$ cat config.mk
export PLATFORM = sky130hd
export DESIGN_NAME = mips_bus_arbiter
export DESIGN_NICKNAME = d
export VERILOG_FILES = /design/src/rtl/mips_bus_arbiter.sv
export SDC_FILE = /design/constraint.sdc
export NUM_CORES = 1
export LEC_CHECK = 0
export ABC_AREA = 1
export BUFFER_PORTS_ARGS = -buffer_cell sky130_fd_sc_hd__buf_2
export CAP_MARGIN = 15
export CORE_AREA = 2 2 121 123
export CTS_CLUSTER_SIZE = 28
export DETAILED_ROUTE_END_ITERATION = 10
export DIE_AREA = 0 0 123 125
export PLACE_DENSITY = 0.57
export SYNTH_ARGS = -nofsm -noshare
export SYNTH_HDL_FRONTEND = slang
export SYNTH_SLANG_ARGS = --single-unit
$ cat constraint.sdc
create_clock -name clk -period 1.3 [get_ports clk]
set_input_delay 0.065 -clock clk [delete_from_list [all_inputs] [get_ports clk]]
set_output_delay 0.065 -clock clk [all_outputs]
set_load 0.005 [all_outputs]
$ cat src/rtl/mips_bus_arbiter.sv
// rtl/mips_bus_arbiter.sv - two-master round-robin arbiter with per-transfer lock and slave watchdog
module mips_bus_arbiter #(
    parameter int TIMEOUT_CYCLES = 1024,
    parameter int TCW            = 11
) (
    input  logic        clk,
    input  logic        reset,
    input  logic [31:0] m0_address,
    input  logic        m0_read,
    input  logic        m0_write,
    input  logic [31:0] m0_writedata,
    input  logic [3:0]  m0_byteenable,
    output logic        m0_waitrequest,
    output logic [31:0] m0_readdata,
    input  logic [31:0] m1_address,
    input  logic        m1_read,
    input  logic        m1_write,
    input  logic [31:0] m1_writedata,
    input  logic [3:0]  m1_byteenable,
    output logic        m1_waitrequest,
    output logic [31:0] m1_readdata,
    output logic [31:0] s_address,
    output logic        s_read,
    output logic        s_write,
    output logic [31:0] s_writedata,
    output logic [3:0]  s_byteenable,
    input  logic        s_waitrequest,
    input  logic [31:0] s_readdata,
    output logic [1:0]  grant,
    output logic        timeout_err
);

    typedef enum logic [1:0] {
        IDLE   = 2'd0,
        GRANT0 = 2'd1,
        GRANT1 = 2'd2
    } state_t;

    localparam logic [TCW-1:0] TLIM = TCW'(TIMEOUT_CYCLES);

    state_t         state;
    logic           last_owner;
    logic [TCW-1:0] tcnt;
    logic           req0;
    logic           req1;

    assign req0 = m0_read | m0_write;
    assign req1 = m1_read | m1_write;

    // Arbitration, transfer locking and watchdog; grant is registered alongside the state
    always_ff @(posedge clk or posedge reset) begin
        if (reset) begin
            state       <= IDLE;
            grant       <= 2'b00;
            last_owner  <= 1'b1;
            tcnt        <= '0;
            timeout_err <= 1'b0;
        end else begin
            case (state)
                IDLE: begin
                    tcnt <= '0;
                    // On a tie the master that did not finish last wins
                    if (req0 && (!req1 || last_owner)) begin
                        state <= GRANT0;
                        grant <= 2'b01;
                    end else if (req1) begin
                        state <= GRANT1;
                        grant <= 2'b10;
                    end
                end
                GRANT0: begin
                    if (!req0) begin
                        state <= IDLE;
                        grant <= 2'b00;
                        tcnt  <= '0;
                    end else if (!s_waitrequest) begin
                        last_owner <= 1'b0;
                        tcnt       <= '0;
                        // The finisher's own request is ignored so it cannot monopolise the bus
                        if (req1) begin
                            state <= GRANT1;
                            grant <= 2'b10;
                        end else begin
                            state <= IDLE;
                            grant <= 2'b00;
                        end
                    end else begin
                        if (tcnt != TLIM) tcnt <= tcnt + 1'b1;
                        if (tcnt >= TLIM - 1'b1) timeout_err <= 1'b1;
                    end
                end
                GRANT1: begin
                    if (!req1) begin
                        state <= IDLE;
                        grant <= 2'b00;
                        tcnt  <= '0;
                    end else if (!s_waitrequest) begin
                        last_owner <= 1'b1;
                        tcnt       <= '0;
                        if (req0) begin
                            state <= GRANT0;
                            grant <= 2'b01;
                        end else begin
                            state <= IDLE;
                            grant <= 2'b00;
                        end
                    end else begin
                        if (tcnt != TLIM) tcnt <= tcnt + 1'b1;
                        if (tcnt >= TLIM - 1'b1) timeout_err <= 1'b1;
                    end
                end
                default: begin
                    state <= IDLE;
                    grant <= 2'b00;
                end
            endcase
        end
    end

    // Slave-side mux driven only by the registered owner, so waitrequest never feeds back into requests
    always_comb begin
        s_address      = '0;
        s_read         = 1'b0;
        s_write        = 1'b0;
        s_writedata    = '0;
        s_byteenable   = '0;
        m0_waitrequest = 1'b1;
        m1_waitrequest = 1'b1;
        case (state)
            GRANT0: begin
                s_address      = m0_address;
                s_read         = m0_read & ~m0_write;
                s_write        = m0_write;
                s_writedata    = m0_writedata;
                s_byteenable   = m0_byteenable;
                m0_waitrequest = s_waitrequest;
            end
            GRANT1: begin
                s_address      = m1_address;
                s_read         = m1_read & ~m1_write;
                s_write        = m1_write;
                s_writedata    = m1_writedata;
                s_byteenable   = m1_byteenable;
                m1_waitrequest = s_waitrequest;
            end
            default: begin
                s_address = '0;
            end
        endcase
    end

    assign m0_readdata = s_readdata;
    assign m1_readdata = s_readdata;

endmodule

* Yosys cells after proc, flatten, opt, wreduce, memory -nomap -nowiden
Cells that the tools add are included.
** Cells by class
- $add $sub $neg :: 1
- Multipliers :: 0
- Div/mod/pow operators :: 0
- $lt $le $gt $ge :: 1
- Eq/ne operators :: 10
- Shift operators :: 0
- Muxes and demuxes :: 31
- Bitwise logic cells :: 6
- Reduce and logical (&&, ||, !) cells :: 9
** Operators with widths (number)
- $pmux W32 S2 :: 2
- $mux W11 :: 4
- $pmux W11 S3 :: 1
- $mux W2 :: 7
- $add A11 B1 Y11 const B :: 1
- $ge A11 B10 Y1 const B :: 1
- $mux W1 :: 11
- $ne A11 B11 Y1 const B :: 1
- $ne A3 B3 Y1 const B :: 3
- $ne A2 B2 Y1 const B :: 4
- $pmux W1 S2 :: 4
- $pmux W4 S2 :: 1
- $pmux W2 S3 :: 1
- $reduce_and A3 Y1 :: 2
- $reduce_and A5 Y1 :: 1
- $reduce_bool A3 Y1 :: 1
- $and A1 B1 Y1 :: 2
- $eq A2 B1 Y1 const B :: 1
- $eq A2 B2 Y1 const B :: 1
- $logic_not A2 Y1 :: 1
- $not A1 Y1 :: 2
- $or A1 B1 Y1 :: 2
- $reduce_bool A2 Y1 :: 1
- $logic_and A1 B1 Y1 :: 1
- 2 further kinds :: 2
** Storage, ports and cells
- Register bits :: 15
- Latch bits :: 0
- Bits in writable memories :: 0
- Memory bits (read-only) :: 0
- Output and inout port bits :: 139
- Word-level logic and storage cells :: 62
- Memories kept :: 0

* Logic depth before layout (Yosys ltp)
- Word-level depth :: 6
- Mapped depth :: 9
- Depth with buffers taken out :: 9

* Worst setup path after synthesis
OpenSTA, ideal clock, no wires.
- Kind :: register to output
- Start point :: register state[0]
- End point :: output s_address[0]
- Data arrival time :: 1.271 ns
- Data required time :: 1.235 ns
- Setup slack :: -0.036 ns
- Stages on the path, launching flop included :: 6
- Buffers on the path :: 1
- Path through :: dfrtp_1 inv_1 ha_1 inv_2 clkbuf_1 a21oi_1
** On the way
- Cells in the longest elaborated chain, start to end :: 2
- Elaborated cells between the ends (all ways) :: 3
- Those cells by class :: eq/ne: 2; mux: 1
** RTL lines
- from (decl) :: RTL line 41 : state_t state;
- from (signal assigned) :: RTL line 53 : state <= IDLE;
- from (signal assigned) :: RTL line 64 : state <= GRANT0;
- from (signal assigned) :: RTL line 67 : state <= GRANT1;
- $eq A2 B2 Y1 or $eq A2 B1 Y1 (tied branches) :: RTL line 129 : case (state)
- $pmux W32 S2 * :: RTL line 129
- to (decl) :: RTL line 22 : output logic [31:0] s_address,
Mark *: on every way between the ends. The rest lies on a longest branch, timed or not.

* Worst setup path in the final report
- Start point :: register state[0]
- End point :: output s_writedata[5]
** On the way
- Cells in the longest elaborated chain, start to end :: 2
- Elaborated cells between the ends (all ways) :: 3
- Those cells by class :: eq/ne: 2; mux: 1
** RTL lines
- $eq A2 B2 Y1 or $eq A2 B1 Y1 (tied branches) :: RTL line 129
- $pmux W32 S2 * :: RTL line 129
- to (decl) :: RTL line 25 : output logic [31:0] s_writedata,
Marks and branches as above.

==> summary.md <==
The tightest hold path in the finished design has a slack of 0.1300 ns. In this run, CTS created clock tree buffers numbering 3. The power per unit of standard cell area works out to 2023 mW/mm^2.

Counting I/O delays and the setup requirement, the final critical path takes 1.682 ns. Between clock sinks in the finished design, the worst skew comes to 0.001678 ns. The worst setup path is captured at a primary output. The multi-input combinational cell area came out at 0.002024 mm^2. The layout net count was 847; the worst slew margin relative to its limit was 0.6093.

For the clock network latency to the later pin of the worst-skew pair, the log shows 0.25 ns. The leading cell type in the layout, fill and taps excluded is sky130_fd_sc_hd__buf_2. The synthesis-to-finish area growth came out at 93.27%.

The number of antenna violations at the first check in global routing is 1, and the number of rows in the core area is 44. For the sum of overflow across all layers after global routing, the log shows 0. The starting density of the core was 0.1806; the estimated wirelength of the detail-placed design was 8654 um.

The run gives 87 as the total of endpoints with negative setup slack in the final report. After detailed routing, the number of remaining DRC violations is 0. The number of pins with negative max-slew slack in the final report is 0. The mapped netlist covers 0.002565 mm^2.

For the count of final hold-check violations, the log shows 0. The run finished, with violations left. Fraction of final layout cells with drive strength greater than 1: 0.6280. For the worst vdd rail ir drop, the log shows 1.036 mV.

Entering global routing, the biggest net connects 34 pins. The CTS H-tree depth was 1; the final routed wire length divided by cell count was 15.67 um. Iteration count of the initial detailed-routing pass: 4.

Count of warnings emitted by yosys: 0. The clock net in this run drives a total of 15 sinks. The mean cell area of the mapped netlist was 5.613 um^2; the global-route wire length before repair was 16770 um. Synthesis produced a netlist with a net count of 639. For the fraction of the yosys area taken by sequential cells, the log shows 0.1468. The endpoint arrival time on the critical path was 1.62 ns; the post-route antenna net violation count was 0. From bottom edge to top edge, the die measures 125 um. Static leakage: 2.468 nW.

0 antenna diodes ended up in the layout. Final setup slack of the worst path: -0.3822 ns. The data required time of the critical path is 1.24 ns, and the average via count per standard cell is 4.267. The largest buffer count on any clock path is 2, and the max capacitance violation total is 0.

Leaving out fill and tap cells, the most frequent cells in the layout are 215 x sky130_fd_sc_hd__buf_2, 145 x sky130_fd_sc_hd__nand2_1, 47 x sky130_fd_sc_hd__a21oi_2, 28 x sky130_fd_sc_hd__buf_4, 25 x sky130_fd_sc_hd__nand2_2. Overall power consumption after layout is estimated at 10.03 mW. The weighted congestion reported at the end of routability-driven placement was 0.7995.

Setup repair after global routing could not meet its margin everywhere. Die width: 123 um. In this run the worst path has a maximum fanout of 8. The tools report the final cell utilization of the core as 0.3490. The checks that failed: negative setup slack. TritonCTS built the clock tree. Once placement completed, the tool counted placed cells totaling 810.

The count of filler cells inserted in the layout was 1541. Input and output buffers added on the ports amount to 217. For this run, the top clock speed supported by timing is 0.5944 GHz. The number of library cell types mapped by synthesis came out at 26. The tree is rooted in a sky130_fd_sc_hd__clkbuf_16. After the first detailed-routing iteration, the DRC count stood at 126.

The global router's overall resource usage came out at 0.1380. The core region is 0.01420 mm^2. For the via count, the log shows 3618. Registers take 376.6 um^2. The transition time at the pin with the least slew margin works out to 0.5854 ns.

The synthesized instance count is 457. The final layout contains routed wiring with a total length of 13290 um. Synthesis inferred 15 register bits. The run gives 848 as the final cell count without fillers. The die covers 0.01538 mm^2. The path class of the tightest hold or removal check is in2out. The logs give 314 for the boundary pin count and 3264 for the via count of the first global-routing pass. After clock tree synthesis, the clock-pin slew on the worst setup and hold paths is 0.05 ns. Startpoint type of the worst setup path: a flip-flop.

The portion of the clock cycle consumed by the worst path in the final layout came out at 1.294. Path type of the worst setup path: reg2out.
[per-stage QoR]
| stage | setup WS, ns | TNS [ns] | instance area, um^2 |
|---|---|---|---|
| final | -0.3822 | -28.36 | 4957 |
| after global routing | -0.4548 | -35.49 | 4957 |
| after CTS | -0.3782 | -26.41 | 4190 |
| after detailed placement | -0.2385 | -13.35 | 3682 |
| after global placement | -0.2301 | -10.27 | 3682 |
| after floorplan | -0.03607 | -2.525 | 2567 |
[Yosys cell counts]
master	instances	area share
sky130_fd_sc_hd__nand2_1	182	0.27
sky130_fd_sc_hd__a21oi_1	71	0.14
sky130_fd_sc_hd__buf_4	64	0.19
sky130_fd_sc_hd__nor2_1	23	0.034
sky130_fd_sc_hd__inv_1	18	0.026
sky130_fd_sc_hd__buf_2	17	0.033
sky130_fd_sc_hd__nand3_1	17	0.033
sky130_fd_sc_hd__dfrtp_1	14	0.14
sky130_fd_sc_hd__clkbuf_1	7	0.010
sky130_fd_sc_hd__ha_1	7	0.034
sky130_fd_sc_hd__inv_2	7	0.010
sky130_fd_sc_hd__o21ai_1	6	0.012
sky130_fd_sc_hd__xor2_1	4	0.014
sky130_fd_sc_hd__nor2_4	3	0.013
sky130_fd_sc_hd__nand2_2	2	0.0049
sky130_fd_sc_hd__nand3b_1	2	0.0059
sky130_fd_sc_hd__nand4_1	2	0.0049
sky130_fd_sc_hd__o21ai_0	2	0.0039
sky130_fd_sc_hd__o21bai_1	2	0.0059
sky130_fd_sc_hd__clkinv_2	1	0.0019
sky130_fd_sc_hd__dfstp_2	1	0.010
sky130_fd_sc_hd__nand3_2	1	0.0039
sky130_fd_sc_hd__nor2_2	1	0.0024
sky130_fd_sc_hd__nor3_1	1	0.0019
sky130_fd_sc_hd__or2_1	1	0.0024
sky130_fd_sc_hd__xnor2_1	1	0.0034
[metal layers]
layer / global-route usage / share of wire / vias up
met4: 0.06016 / 0.035 / 2
met3: 0.03102 / 0.089 / 44
met5: 0 / 0.00075 / -
li1: - / - / 1795
met2: 0.2411 / 0.48 / 180
met1: 0.1589 / 0.40 / 1597
[worst max-delay path, cell delays in order, from the launching register on]
cell and delay [ns]:
sky130_fd_sc_hd__dfrtp_1 0.38, sky130_fd_sc_hd__inv_2 0.08, sky130_fd_sc_hd__ha_4 0.31, sky130_fd_sc_hd__inv_8 0.06
sky130_fd_sc_hd__buf_12 0.15, sky130_fd_sc_hd__clkbuf_16 0.16, sky130_fd_sc_hd__a21oi_2 0.10, sky130_fd_sc_hd__buf_2 0.13
[where the power goes]
part / switching, mW / internal [mW] / leakage [nW]
registers: 0.0520 / 0.536 / 0.198
clock network: 0.193 / 0.416 / 0.0382
logic: 4.27 / 4.56 / 2.23
total: 4.51 / 5.51 / 2.47
[cells by family after synthesis]
kind of cell | share of synthesized area
fa+ha+maj | 0.03414
buf+inv | 0.2693
xor+xnor | 0.01707
compound gates | 0.1600
flops | 0.1468
simple gates | 0.3727
[flip-flops by register name, indices dropped and copies added, names as in the netlist]
name,cells
timeout_err,1
state,2
last_owner,1
tcnt,11
[area by class of cell]
class                      instances  area share
clock buffer                       4     0.01590
sequential                        15     0.07597
multi-input combinational        328      0.4084
timing repair inverter             1    0.001767
inverter                          26     0.02272
tap                              184     0.04644
timing repair buffer             290      0.4288
[worst paths after layout]
| kind | from | to | slack (ns) | depth (start not counted) |
|---|---|---|---|---|
| worst max-delay path | state[0] | s_writedata[5] | -0.38 | 7 |
| max in group asynchronous | reset | state[1] | 0.50 | 3 |
| worst min register to register | timeout_err | timeout_err | 0.47 | 2 |
| worst max register to register | state[1] | tcnt[2] | -0.37 | 11 |
| worst min-delay path | s_readdata[13] | m1_readdata[13] | 0.13 | 0 |
| min in group asynchronous | reset | tcnt[10] | 0.41 | 3 |
[what timing repair did]
item	in CTS	in global routing
buffers inserted	7	11
hold endpoints to repair	14	0
cloned	5	11
pin swaps	4	39
resized for setup	64	110
hold buffers	1	0
setup endpoints to repair	87	87
(Power assumes the default switching activity.)
